[config.mk]
export PLATFORM = sky130hd
export DESIGN_NAME = ro_counter_array_flat
export DESIGN_NICKNAME = d
export VERILOG_FILES = /design/src/rtl/ro_counter_array_if.sv /design/src/rtl/ro_counter_array.sv /design/src/flat_wrapper.sv
export SDC_FILE = /design/constraint.sdc
export NUM_CORES = 1
export LEC_CHECK = 0
export BUFFER_PORTS_ARGS = -buffer_cell sky130_fd_sc_hd__buf_4
export CORE_MARGIN = 2
export CORE_UTILIZATION = 40
export CTS_CLUSTER_DIAMETER = 40
export DETAILED_ROUTE_END_ITERATION = 8
export PLACE_DENSITY = 0.7
export SKIP_CTS_REPAIR_TIMING = 1
export SYNTH_ARGS = -nofsm -noshare
export SYNTH_HDL_FRONTEND = slang
export SYNTH_SLANG_ARGS = --single-unit
[constraint.sdc]
create_clock -name clk_ref -period 5.64 [get_ports clk_ref]
set_input_delay 1.692 -clock clk_ref [delete_from_list [all_inputs] [get_ports clk_ref]]
set_output_delay 1.692 -clock clk_ref [all_outputs]
set_load 0.03 [all_outputs]
[src/rtl/ro_counter_array_if.sv]
// Control/result bundle for ro_counter_array.
// master: the requester (drives start/window/enables, receives results).
// slave:  the counter array itself.
interface ro_counter_array_if #(
    parameter int N_CH  = 2,
    parameter int CNT_W = 32,
    parameter int WIN_W = 32
);
    logic                    start;
    logic [WIN_W-1:0]        window_cycles;
    logic [N_CH-1:0]         ch_en;
    logic                    busy;
    logic                    done;
    logic [N_CH*CNT_W-1:0]   count;
    logic [N_CH-1:0]         sat;

    modport master (
        output start, window_cycles, ch_en,
        input  busy, done, count, sat
    );

    modport slave (
        input  start, window_cycles, ch_en,
        output busy, done, count, sat
    );
endinterface

[src/rtl/ro_counter_array.sv]
// Multi-channel ring-oscillator edge counter sharing one gate window.
// Optional feature macro: RO_CNT_SAT_EN (saturating counts + per-channel sat flag).
// Without it counts wrap and sat is tied low.
//
// state     | meaning
// ----------+-------------------------------------------------
// S_IDLE    | waiting for start, results held
// S_MEASURE | gate open, enabled channels count detected rises
// S_DONE    | one-cycle done pulse, results final
module ro_counter_array #(
    parameter int N_CH        = 2,
    parameter int CNT_W       = 32,
    parameter int WIN_W       = 32,
    parameter int SYNC_STAGES = 2
) (
    input  logic             clk_ref,
    input  logic             rst,
    input  logic [N_CH-1:0]  ro_in,
    ro_counter_array_if.slave bus
);
    typedef enum logic [1:0] {S_IDLE, S_MEASURE, S_DONE} state_t;

    state_t                   state;
    logic [WIN_W-1:0]         tick;
    logic [N_CH-1:0]          en_q;
    logic [CNT_W-1:0]         cnt_q [N_CH];
    logic [SYNC_STAGES-1:0]   sync_q [N_CH];
    logic [N_CH-1:0]          rise;
    logic                     busy_q;
    logic                     done_q;
    logic [N_CH*CNT_W-1:0]    count_flat;
`ifdef RO_CNT_SAT_EN
    localparam logic [CNT_W-1:0] CNT_MAX = '1;
    logic [N_CH-1:0]          sat_q;
`endif

    // Free-running synchronisers; stage 0 captures the raw oscillator.
    always_ff @(posedge clk_ref or posedge rst) begin
        if (rst) begin
            for (int i = 0; i < N_CH; i++) sync_q[i] <= '0;
        end else begin
            for (int i = 0; i < N_CH; i++)
                sync_q[i] <= {sync_q[i][SYNC_STAGES-2:0], ro_in[i]};
        end
    end

    // Rising edge seen between the last two synchroniser stages.
    always_comb begin
        rise = '0;
        for (int i = 0; i < N_CH; i++)
            rise[i] = sync_q[i][SYNC_STAGES-2] & ~sync_q[i][SYNC_STAGES-1];
    end

    // Sequencer, gate timer and per-channel counters with registered outputs.
    always_ff @(posedge clk_ref or posedge rst) begin
        if (rst) begin
            state  <= S_IDLE;
            tick   <= '0;
            en_q   <= '0;
            busy_q <= 1'b0;
            done_q <= 1'b0;
            for (int i = 0; i < N_CH; i++) cnt_q[i] <= '0;
`ifdef RO_CNT_SAT_EN
            sat_q  <= '0;
`endif
        end else begin
            case (state)
                S_IDLE: begin
                    done_q <= 1'b0;
                    if (bus.start) begin
                        tick <= bus.window_cycles;
                        en_q <= bus.ch_en;
                        for (int i = 0; i < N_CH; i++) cnt_q[i] <= '0;
`ifdef RO_CNT_SAT_EN
                        sat_q <= '0;
`endif
                        // A zero-length window skips straight to the done pulse.
                        if (bus.window_cycles != '0) begin
                            state  <= S_MEASURE;
                            busy_q <= 1'b1;
                        end else begin
                            state  <= S_DONE;
                            done_q <= 1'b1;
                        end
                    end
                end
                S_MEASURE: begin
                    for (int i = 0; i < N_CH; i++) begin
                        if (en_q[i] && rise[i]) begin
`ifdef RO_CNT_SAT_EN
                            if (cnt_q[i] == CNT_MAX) sat_q[i] <= 1'b1;
                            else                     cnt_q[i] <= cnt_q[i] + CNT_W'(1);
`else
                            cnt_q[i] <= cnt_q[i] + CNT_W'(1);
`endif
                        end
                    end
                    tick <= tick - WIN_W'(1);
                    if (tick == WIN_W'(1)) begin
                        state  <= S_DONE;
                        busy_q <= 1'b0;
                        done_q <= 1'b1;
                    end
                end
                S_DONE: begin
                    done_q <= 1'b0;
                    state  <= S_IDLE;
                end
                default: begin
                    state  <= S_IDLE;
                    busy_q <= 1'b0;
                    done_q <= 1'b0;
                end
            endcase
        end
    end

    // Pack per-channel counts onto the flat result bus.
    always_comb begin
        count_flat = '0;
        for (int i = 0; i < N_CH; i++)
            count_flat[i*CNT_W +: CNT_W] = cnt_q[i];
    end

    assign bus.busy  = busy_q;
    assign bus.done  = done_q;
    assign bus.count = count_flat;
`ifdef RO_CNT_SAT_EN
    assign bus.sat   = sat_q;
`else
    assign bus.sat   = '0;
`endif
endmodule

[src/flat_wrapper.sv]
// flat-port wrapper written by rule: the top's interface ports become plain ports
module ro_counter_array_flat 
#(
    parameter int N_CH        = 2,
    parameter int CNT_W       = 32,
    parameter int WIN_W       = 32,
    parameter int SYNC_STAGES = 2
)
  (clk_ref, rst, ro_in, bus_start, bus_window_cycles, bus_ch_en, bus_busy, bus_done, bus_count, bus_sat);
  ro_counter_array_if #(.N_CH(N_CH), .CNT_W(CNT_W), .WIN_W(WIN_W)) bus_i ();
  input  logic clk_ref;
  input  logic rst;
  input  logic [N_CH-1:0] ro_in;
  input wire logic [$bits(bus_i.start)-1:0] bus_start;
  input wire logic [$bits(bus_i.window_cycles)-1:0] bus_window_cycles;
  input wire logic [$bits(bus_i.ch_en)-1:0] bus_ch_en;
  output wire logic [$bits(bus_i.busy)-1:0] bus_busy;
  output wire logic [$bits(bus_i.done)-1:0] bus_done;
  output wire logic [$bits(bus_i.count)-1:0] bus_count;
  output wire logic [$bits(bus_i.sat)-1:0] bus_sat;
  assign bus_i.start = bus_start;
  assign bus_i.window_cycles = bus_window_cycles;
  assign bus_i.ch_en = bus_ch_en;
  assign bus_busy = bus_i.busy;
  assign bus_done = bus_i.done;
  assign bus_count = bus_i.count;
  assign bus_sat = bus_i.sat;
  ro_counter_array #(.N_CH(N_CH), .CNT_W(CNT_W), .WIN_W(WIN_W), .SYNC_STAGES(SYNC_STAGES)) u_core (.clk_ref(clk_ref), .rst(rst), .ro_in(ro_in), .bus(bus_i));
endmodule
======== Yosys cells after proc, flatten, opt, wreduce, memory -nomap -nowiden ========
Cells that the tools add are included.
storage, ports and cells
  bits in registers ....................... 106
  bits of input ports ..................... 39
  output and inout bits ................... 68
operators by class
  add/sub/neg operators ................... 3
  equal/unequal tests ..................... 8
  multiplexer cells ....................... 18
  bitwise logic cells ..................... 5
  reduce and logical (&&, ||, !) cells .... 11
operator list
  operator                 number
  $pmux W64 S2             1
  $mux W32                 3
  $add A32 B1 Y32 const B  2
  $mux W64                 1
  $pmux W32 S2             1
  $eq A32 B1 Y1 const B    1
  $reduce_bool A32 Y1      1
  $sub A32 B1 Y32 const B  1
  $ne A2 B1 Y1 const B     4
  $mux W1                  6
  $mux W2                  3
  $reduce_and A2 Y1        3
  $reduce_and A3 Y1        2
  $pmux W2 S2              1
  $reduce_and A4 Y1        1
  $not A1 Y1               3
  $pmux W1 S3              1
  $and A1 B1 Y1            2
  $eq A2 B1 Y1 const B     1
  $eq A2 B2 Y1 const B     1
  $logic_and A1 B1 Y1      2
  $logic_not A2 Y1         1
  $ne A2 B2 Y1 const B     1
  $pmux W1 S2              1
  $reduce_bool A2 Y1       1

======== Logic depth before layout (Yosys ltp) ========
Gate-level depths: netlist of the first run.
  depth in word-level cells ............... 5
  mapped depth ............................ 8
  gate-level depth less buffers ........... 6

======== Worst setup path after synthesis of the first run ========
OpenSTA, ideal clock, no wires.
  kind .................................... input-to-reg
  start point ............................. input bus_start
  end point ............................... register u_core.cnt_q (netlist bit u_core.bus.count[28])
  library setup time ...................... 132 ps
  data arrival time ....................... 2917 ps
  path slack .............................. 2592 ps
  cell stages on the path ................. 7
  path buffers ............................ 2
  cell sequence ........................... nand2b_1 > clkbuf_1 > a211oi_1 > clkbuf_1 > nand4_1 > xor2_1 > nor2_1
between the ends
  longest elaborated chain between the ends .. 2
ends and longest elaborated chain
  element                             line                    RTL
  start: declaration                  flat_wrapper.sv:14      input wire logic [$bits(bus_i.start)-1:0] bus_start;
  $ne A2 B2 Y1 (no source line)       n/a
  $reduce_and A3 Y1 (no source line)  n/a
  end signal: indexed assignment      ro_counter_array.sv:94  cnt_q[i] <= cnt_q[i] + CNT_W'(1);
  end: declaration                    ro_counter_array.sv:26  logic [CNT_W-1:0] cnt_q [N_CH];
Every way passes these cells.
A chain may end at the register's enable or synchronous reset.

======== Final worst setup path of the first run ========
  start point ............................. input bus_start
  end point ............................... register u_core.cnt_q (netlist bit u_core.bus.count[14])
The elaborated chain is that of the path after synthesis.

==> results.yml, run 1 <==
run_status:
  status: "complete, no violations"
worst_setup_path:
  cp_max_fo: 9
  required_ns: 5.86
  start_kind: "input port"
  crit_end: "u_core.bus.count[14]"
  critPathCaptureType: "flop"
  arrival_ns: 3.38
  r2r_cells: 5
  r2r-end: "u_core.tick[22]"
  reg2reg_from: "u_core.state[1]"
  rrSetupSlack_ns: 3.18
  critPathKind: "input port to flop"
  worstSetupStartpoint: "bus_start"
cells_and_area:
  multi_input_area_um2: 2750
  fillers: 1251
  drive_above_1_share_pct: 19.9
  fin_nets: 732
  design_area_um2: 6780
  seqCellArea_um2: 2650
  layout_common_cells: "buf_4, dfrtp_1, nor2_1, nand2_1, xor2_1"
  final_common_cell: "buf_4"
  syn_to_final_growth_pct: 22.4
  diodes: 0
worst_hold_path:
  hp-class: "flop to flop"
  hp-start: "u_core.sync_q[2]"
  hold_depth: 0
placement:
  dp_hpwl_mm: 10.2
  placed_cell_area_um2: 6480
  gp_congestion: 0.908
  numPortBuffers: 104
  dp_slack_ns: 2.15
power_and_ir_drop:
  power.leakage_nw: 2.99
  power_density_nw_per_um2: 292
  p_sw_share_pct: 32.2
  power_frac_comb_pct: 20.0
  p_int_mw: 1.34
  p_seq_share_pct: 47.8
  clkPwrFrac_pct: 32.2
  switching_power_mw: 0.638
  ir_worst_vdd_mv: 0.180
synth:
  synth_ff_type: "dfrtp_1"
  ys_async_sr_fraction_pct: 100
  ys_seq_elements: 106
  yosysSeqAreaShare_pct: 47.9
  synthesis.instances: 594
  synthDistinctLibCells: 65
  syn-cell-area_um2: 5540
  ys_warn_count: 0
  syn_area_per_cell_um2: 9.32
  synth_edf_count: 0
timing:
  worst_slew_pin_slew_ns: 0.936
  whs_ns: 0.399
  period_needed_ns: 3.16
  setup_violations: 0
  final-max-slew-violation-count: 0
  max_freq_ghz: 0.317
  rsz0062_at_grt: "no"
  tns_ns: 0
  setup_ws_ns: 2.48
  slew_headroom_pct: 37.6
  period_share_pct: 55.9
  hold_viol: 0
  fin_skew_ns: 0.00789
floorplanning:
  ios: 107
  die_w_um: 122
  rows: 42
  design.die.area_um2: 14800
  design.core.area_um2: 13400
  fp.dieH_um: 122
  start_util_pct: 41.3
drt:
  drt-met1-wl_mm: 6.21
  vias: 4954
  drc: 0
  wl_met2_mm: 7.01
  antenna_left: 0
  top_layer: "met4"
  dr.pass1.iters: 5
  finalWirelength_mm: 14.3
  drt_iter0_drc: 421
  via_per_inst: 5.69
  routedWlPerCell_um: 16.4
  met3_length_um: 819
global_routing:
  grt_overflow_total: 0
  first_global_vias: 4721
  grt_pass1_wl_mm: 23.5
  antenna_found_initial: 0
  grt_usage_pct: 20.0
  grt_max_degree: 78
clocking:
  clockRootBuffer: "clkbuf_16"
  cts_buffers: 9
  htree_levels: 3
  cts.sinks: 106
  cts_buffer_depth: 2
  cts.clk_slew.worst_paths_ns: 0.07
  cts_tree: "done"
  clkLatencyLatePin_ns: 0.35
run:
  maxCapViolCount: 0
[cell usage after synthesis (11+ instances only)]
cell type	instances	area [um2]
and4_1	11	96.3
clkbuf_1	18	67.6
dfrtp_1	106	2650
inv_1	11	41.3
nand2_1	62	233
nand3_1	30	150
nand4_1	28	175
nor2_1	83	312
nor3_1	28	140
nor4_1	15	93.8
o21ai_0	17	85.1
xnor2_1	18	158
xor2_1	35	307
[worst min path at each step]
stage / end / slack (ns)
6_report: u_core.sync_q[3] / 0.40
5_1_grt: u_core.sync_q[3] / 0.42
4_1_cts: u_core.sync_q[3] / 0.40
3_5_place_dp: u_core.sync_q[3] / 0.39
3_3_place_gp: u_core.sync_q[1] / 0.39
2_1_floorplan: u_core.sync_q[3] / 0.37
[stage by stage]
step / util (%) / cells / power (mW)
after global routing: 50.6 / 870 / 2.08
after floorplan: - / 595 / 1.19
after detailed placement: 48.4 / 854 / 1.36
final: 50.6 / 870 / 1.98
after global placement: 48.4 / 854 / 1.34
after CTS: 50.6 / 870 / 2.00
[registers in the layout, indices dropped and copies added (netlist names)]
register	flops
u_core.bus.busy	1
u_core.state	2
u_core.bus.done	1
u_core.tick	32
u_core.bus.count	64
u_core.sync_q	4
u_core.en_q	2
[layout make-up]
type	count	area share, %
tap	176	3.25
timing repair buffer	109	12.1
clock buffer	11	3.43
clock inverter	5	0.905
multi-input combinational	452	40.5
sequential	106	39.2
inverter	11	0.646
[power groups by stage]
stage | clock (mW) | combinational, mW | sequential (mW)
after CTS | 0.652 | 0.399 | 0.945
after global placement | 0 | 0.386 | 0.952
after detailed placement | 0 | 0.398 | 0.959
final | 0.638 | 0.396 | 0.948
after floorplan | 0 | 0.170 | 1.02
after global routing | 0.690 | 0.430 | 0.962
[logic make-up after synthesis]
group / Yosys count / share of synthesized area [%]
AOI/OAI and AO/OA: 84 / 11.3
buffers and inverters: 37 / 2.67
other: 1 / 0.0677
xor gates and xnor gates: 53 / 8.39
and+or+nand+nor: 308 / 28.5
adders and majority gates: 4 / 0.904
muxes: 1 / 0.181
DFF: 106 / 47.9
[per-layer routing]
| layer | up-vias | track usage, % |
|---|---|---|
| met5 | - | 0 |
| met4 | 0 | 5.32 |
| met3 | 15 | 5.90 |
| met2 | 170 | 32.7 |
| met1 | 2437 | 25.9 |
| li1 | 2332 | - |
[worst max-delay path: stages]
cell	delay (ns)
buf_4	0.11
nand2b_1	0.23
a211oi_1	0.74
buf_4	0.28
nand4_1	0.11
xor2_1	0.16
nor2_1	0.05
(Power assumes the default switching activity.)
==> run 2, diff against run 1 <==
Settings changed: ABC_AREA from default to 1, PLACE_DENSITY 0.7 to 0.71.
Clock period 5.64 ns to 2.85 ns, I/O delays scaled along.
==> results.yml, run 2 <==
run_status:
  status: "complete, no violations"
global_routing:
  grt_overflow_total: 0
  grtUsageMet1_pct: 30.8
  antenna_found_initial: 0
  grt_max_degree: 56
  grt_use_met2_pct: 37.7
  use_met3_pct: 4.19
  gr-max-usage-layer: "met2"
  grt_pass1_wl_mm: 33.3
  grt_usage_pct: 22.8
  first_global_vias: 6783
synth:
  synth_ff_type: "dfrtp_1"
  synthDistinctLibCells: 36
  ys_async_sr_fraction_pct: 100
  synth_edf_count: 0
  yosysSeqAreaShare_pct: 38.2
  synthTopCellsByArea: "dfrtp_1, nand2_1, nor2_1, inv_1, nand3_1"
  synthesis.instances: 1078
  ys_seq_elements: 106
  syn_area_per_cell_um2: 6.44
  ys_warn_count: 0
  synth_most_common_cell: "nand2_1"
  synth_top_area_share_pct: 38.2
  synth_top_cell_by_area: "dfrtp_1"
  synth_common_cells: "nand2_1, nor2_1, inv_1"
  syn-cell-area_um2: 6940
timing:
  slew_headroom_pct: 61.4
  period_needed_ns: 2.14
  hold_viol: 0
  rsz0062_at_grt: "no"
  setup_violations: 0
  max_freq_ghz: 0.468
  tns_ns: 0
  period_share_pct: 74.9
  fin_skew_ns: 0.0105
  worst_slew_pin_slew_ns: 0.579
  final-max-slew-violation-count: 0
drt:
  drt_iter0_drc: 580
  dr.pass1.iters: 5
  via_per_inst: 5.16
  drc: 0
  routedWlPerCell_um: 14.4
  finalWirelength_mm: 20.3
  antenna_left: 0
  vias: 7267
floorplanning:
  design.die.area_um2: 18400
  fp.dieH_um: 136
  die_w_um: 136
  rows: 48
  start_util_pct: 40.6
  design.core.area_um2: 17100
  ios: 107
power_and_ir_drop:
  clkPwrFrac_pct: 46.8
  power_frac_comb_pct: 3.5
  p_int_mw: 2.37
  ir_worst_vdd_mv: 0.286
  p_sw_share_pct: 21.8
  power_density_nw_per_um2: 365
  power_mw: 3.03
  power.leakage_nw: 4.05
  switching_power_mw: 0.661
  p_seq_share_pct: 49.7
clocking:
  cts_tree: "done"
  htree_levels: 3
  clkLatencyLatePin_ns: 0.36
  clockRootBuffer: "clkbuf_16"
  cts.sinks: 106
  cts_buffers: 9
  cts_buffer_depth: 2
  cts.clk_slew.worst_paths_ns: 0.07
worst_setup_path:
  critPathCaptureType: "flop"
  arrival_ns: 2.38
  r2r-end: "u_core.bus.count[52]"
  reg2reg_from: "u_core.bus.count[32]"
  required_ns: 3.10
  critPathKind: "input port to flop"
  rrSetupSlack_ns: 0.83
  cp_max_fo: 37
  r2r_cells: 10
  start_kind: "input port"
cells_and_area:
  final_common_cell: "nand2_1"
  syn_to_final_growth_pct: 19.6
  fillers: 1743
  fin_nets: 1221
  diodes: 0
  multi_input_area_um2: 3670
  drive_above_1_share_pct: 12.3
  seqCellArea_um2: 2650
  largest_reg_flops: 64
  layout_common_cells: "nand2_1, nor2_1, inv_1, buf_4, dfrtp_1"
worst_hold_path:
  hp-class: "flop to flop"
  hp-start: "u_core.sync_q[2]"
  hold_end: "u_core.sync_q[3]"
  hold_depth: 0
run:
  maxCapViolCount: 0
placement:
  numPortBuffers: 104
  dp_hpwl_mm: 15.1
  gp_congestion: 0.902
## run 2: cell types whose count changed after synthesis, moves of 10 or more
cell      change
nand2_1     +277
nor2_1      +127
inv_1       +113
nand3_1      +55
o21ai_0      +50
nor3_1       -20
xor2_1       -20
xnor2_1      -18
nor4_1       -15
and4_1       -11
and3_1       -10
buf_2        +10
clkbuf_1     -10
## run 2: cell type report
cell class | count | area share (%)
flip-flops and latches | 106 | 31.9
repair buffers | 114 | 10.6
inverters | 129 | 5.96
clock inverters | 4 | 0.889
well taps | 225 | 3.39
clock buffers | 12 | 3.09
multi-input cells | 818 | 44.1
## run 2: stage by stage
step | util, % | cells | setup WS (ns) | hold WS [ns] | cell area, um2
2_1_floorplan | - | 1079 | 0.721 | 0.354 | 6950
3_3_place_gp | 46.6 | 1392 | 0.413 | 0.368 | 7980
3_5_place_dp | 46.6 | 1392 | 0.345 | 0.372 | 7980
4_1_cts | 48.5 | 1408 | 0.710 | 0.387 | 8310
5_1_grt | 48.5 | 1408 | 0.520 | 0.398 | 8310
6_report | 48.5 | 1408 | 0.714 | 0.386 | 8310
## run 2: cells by family after synthesis
| logic type | count (synthesis) | share of synthesized area, % |
|---|---|---|
| compound gates | 104 | 8.36 |
| xor+xnor | 15 | 1.89 |
| simple gates | 693 | 41.6 |
| other cells | 1 | 0.0540 |
| fa+ha+maj | 4 | 0.721 |
| buf+inv | 155 | 9.12 |
| flops | 106 | 38.2 |
## run 2: worst max path at each step
| stage | start | to | cells after the start |
|---|---|---|---|
| global placement | bus_start | u_core.bus.count[9] | 9 |
| CTS | bus_start | u_core.bus.count[9] | 9 |
| global route | bus_start | u_core.bus.count[17] | 10 |
| finish | bus_start | u_core.bus.count[9] | 9 |
| floorplan | rst | u_core.bus.busy | 1 |
| detailed placement | bus_start | u_core.bus.count[9] | 9 |
## run 2: layer usage
layer	part of all wire, %	wire length (um)
met1	46	9360
met5	0	0
met3	6.2	1260
met4	1.6	319
met2	46	9390
## run 2: power by group through the flow
stage               Clock [mW]  Sequential [mW]  Combinational, mW
CTS                       1.45             1.51              0.109
global placement             0             1.54              0.108
finish                    1.42             1.51              0.105
floorplan                    0             1.54             0.0400
detailed placement           0             1.54              0.108
global route              1.49             1.51              0.118
## run 2: worst max-delay path, stage by stage
cell and delay [ns]:
buf_4 0.11, nand2_2 0.20, nor2_8 0.10, nor2_4 0.34, clkinv_4 0.32, nand2_2 0.19
inv_2 0.05, o21ai_0 0.14, nor2_1 0.05
==> run 3, diff against run 2 <==
Settings changed: ABC_AREA 1 to 0, PLACE_DENSITY 0.71 to 0.72.
Clock period 2.85 ns to 1.9 ns, I/O delays scaled along.
==> results.yml, run 3 (synthesis results as in run 1) <==
worst_setup_path:
  critPathCaptureType: "flop"
  critPathKind: "flop to flop"
  required_ns: 2.15
  r2r-end: "u_core.tick[28]"
  reg2reg_from: "u_core.tick[18]"
  start_kind: "flop"
  r2r_cells: 5
  arrival_ns: 2.49
  cp_max_fo: 2
  rrSetupSlack_ns: -0.34
cells_and_area:
  layout_common_cells: "buf_4, dfrtp_1, nor2_1, nand2_1, xor2_1"
  fillers: 1159
  largest_reg_flops: 64
  final_common_cell: "buf_4"
  seqCellArea_um2: 2660
  multi_input_area_um2: 2970
  utilization_pct: 58.0
  drive_above_1_share_pct: 33.8
  fin_nets: 820
  syn_to_final_growth_pct: 40.5
  diodes: 0
run_status:
  violations: "negative setup slack"
  status: "finished, violations left"
power_and_ir_drop:
  p_sw_share_pct: 30.3
  p_int_mw: 4.53
  clkPwrFrac_pct: 33.7
  p_seq_share_pct: 42.4
  switching_power_mw: 1.97
  ir_worst_vdd_mv: 0.461
  power_frac_comb_pct: 24.0
  power.leakage_nw: 3.54
  power_density_nw_per_um2: 836
clocking:
  cts_tree: "done"
  cts_buffers: 9
  clkLatencyLatePin_ns: 0.35
  clockRootBuffer: "clkbuf_16"
  htree_levels: 3
  cts.clk_slew.worst_paths_ns: 0.07
  cts.sinks: 106
  cts_buffer_depth: 2
timing:
  setup_ws_ns: -0.344
  worst_slew_pin_slew_ns: 0.568
  period_needed_ns: 2.24
  rsz0062_at_grt: "yes"
  slew_headroom_pct: 62.2
  max_freq_ghz: 0.446
  fin_skew_ns: 0.00857
  hold_viol: 0
  setup_violations: 10
  period_share_pct: 118
  final-max-slew-violation-count: 0
floorplanning:
  design.core.area_um2: 13400
  ios: 107
  rows: 42
  design.die.area_um2: 14800
  start_util_pct: 41.3
  die_w_um: 122
  fp.dieH_um: 122
drt:
  drt_iter0_drc: 372
  antenna_left: 0
  via_per_inst: 5.59
  dr.pass1.iters: 5
  finalWirelength_mm: 15.7
  drc: 0
  vias: 5360
  routedWlPerCell_um: 16.3
global_routing:
  grt_overflow_total: 0
  grt_pass1_wl_mm: 25.1
  antenna_found_initial: 0
  grt_max_degree: 107
  grt_usage_pct: 21.4
  first_global_vias: 5013
placement:
  dp_hpwl_mm: 11.2
  gp_congestion: 0.913
  dp_slack_ns: -0.386
  numPortBuffers: 104
worst_hold_path:
  hold_depth: 1
  hp-start: "ro_in[1]"
  hold_end: "u_core.sync_q[0]"
  hp-class: "input port to flop"
run:
  maxCapViolCount: 0
-- run 3: power by group through the flow --
stage          Combinational [mW]  Sequential [mW]  Clock, mW
2_1_floorplan               0.522             3.06          0
3_3_place_gp                 1.47             2.77          0
3_5_place_dp                 1.51             2.79          0
4_1_cts                      1.52             2.75       2.22
5_1_grt                      1.68             2.79       2.34
6_report                     1.56             2.75       2.19
-- run 3: layout make-up --
| cell class | instances | area share [%] |
|---|---|---|
| multi-input cells | 452 | 38.2 |
| flip-flops and latches | 106 | 34.2 |
| repair buffers | 197 | 19.6 |
| clock buffers | 11 | 3.25 |
| well taps | 176 | 2.83 |
| clock inverters | 5 | 1.29 |
| inverters | 11 | 0.579 |
-- run 3: routing by layer --
| layer | wire length, um | global-route usage, % |
|---|---|---|
| met1 | 6900 | 29.6 |
| met5 | 0 | 0 |
| met3 | 952 | 3.14 |
| met2 | 7620 | 35.1 |
| met4 | 187 | 5.89 |
-- run 3: worst max-delay path: stages (launching register included) --
cell and delay (ns):
dfrtp_1 0.39, or4_4 0.53, or4_4 0.46, or4_4 0.52, o22ai_2 0.09, o21ba_1 0.15
-- run 3: how the worst max path moves through the flow --
stage	from	end	cells after the start
finish	u_core.tick[18]	u_core.tick[28]	5
global route	u_core.tick[20]	u_core.tick[29]	7
CTS	u_core.tick[20]	u_core.tick[28]	5
detailed placement	u_core.tick[20]	u_core.tick[28]	5
global placement	u_core.tick[20]	u_core.tick[28]	5
floorplan	u_core.tick[18]	u_core.tick[28]	5
-- run 3: through the flow --
step | std cells | total power, mW | instance area, um2 | setup TNS (ns) | hold WS [ns]
final | 958 | 6.50 | 7780 | -2.18 | 0.328
after global routing | 958 | 6.81 | 7780 | -3.32 | 0.321
after CTS | 944 | 6.49 | 7470 | -3.09 | 0.322
after detailed placement | 928 | 4.30 | 7120 | -3.27 | 0.399
after global placement | 928 | 4.24 | 7120 | -2.52 | 0.384
after floorplan | 595 | 3.59 | 5600 | -1.62 | 0.374
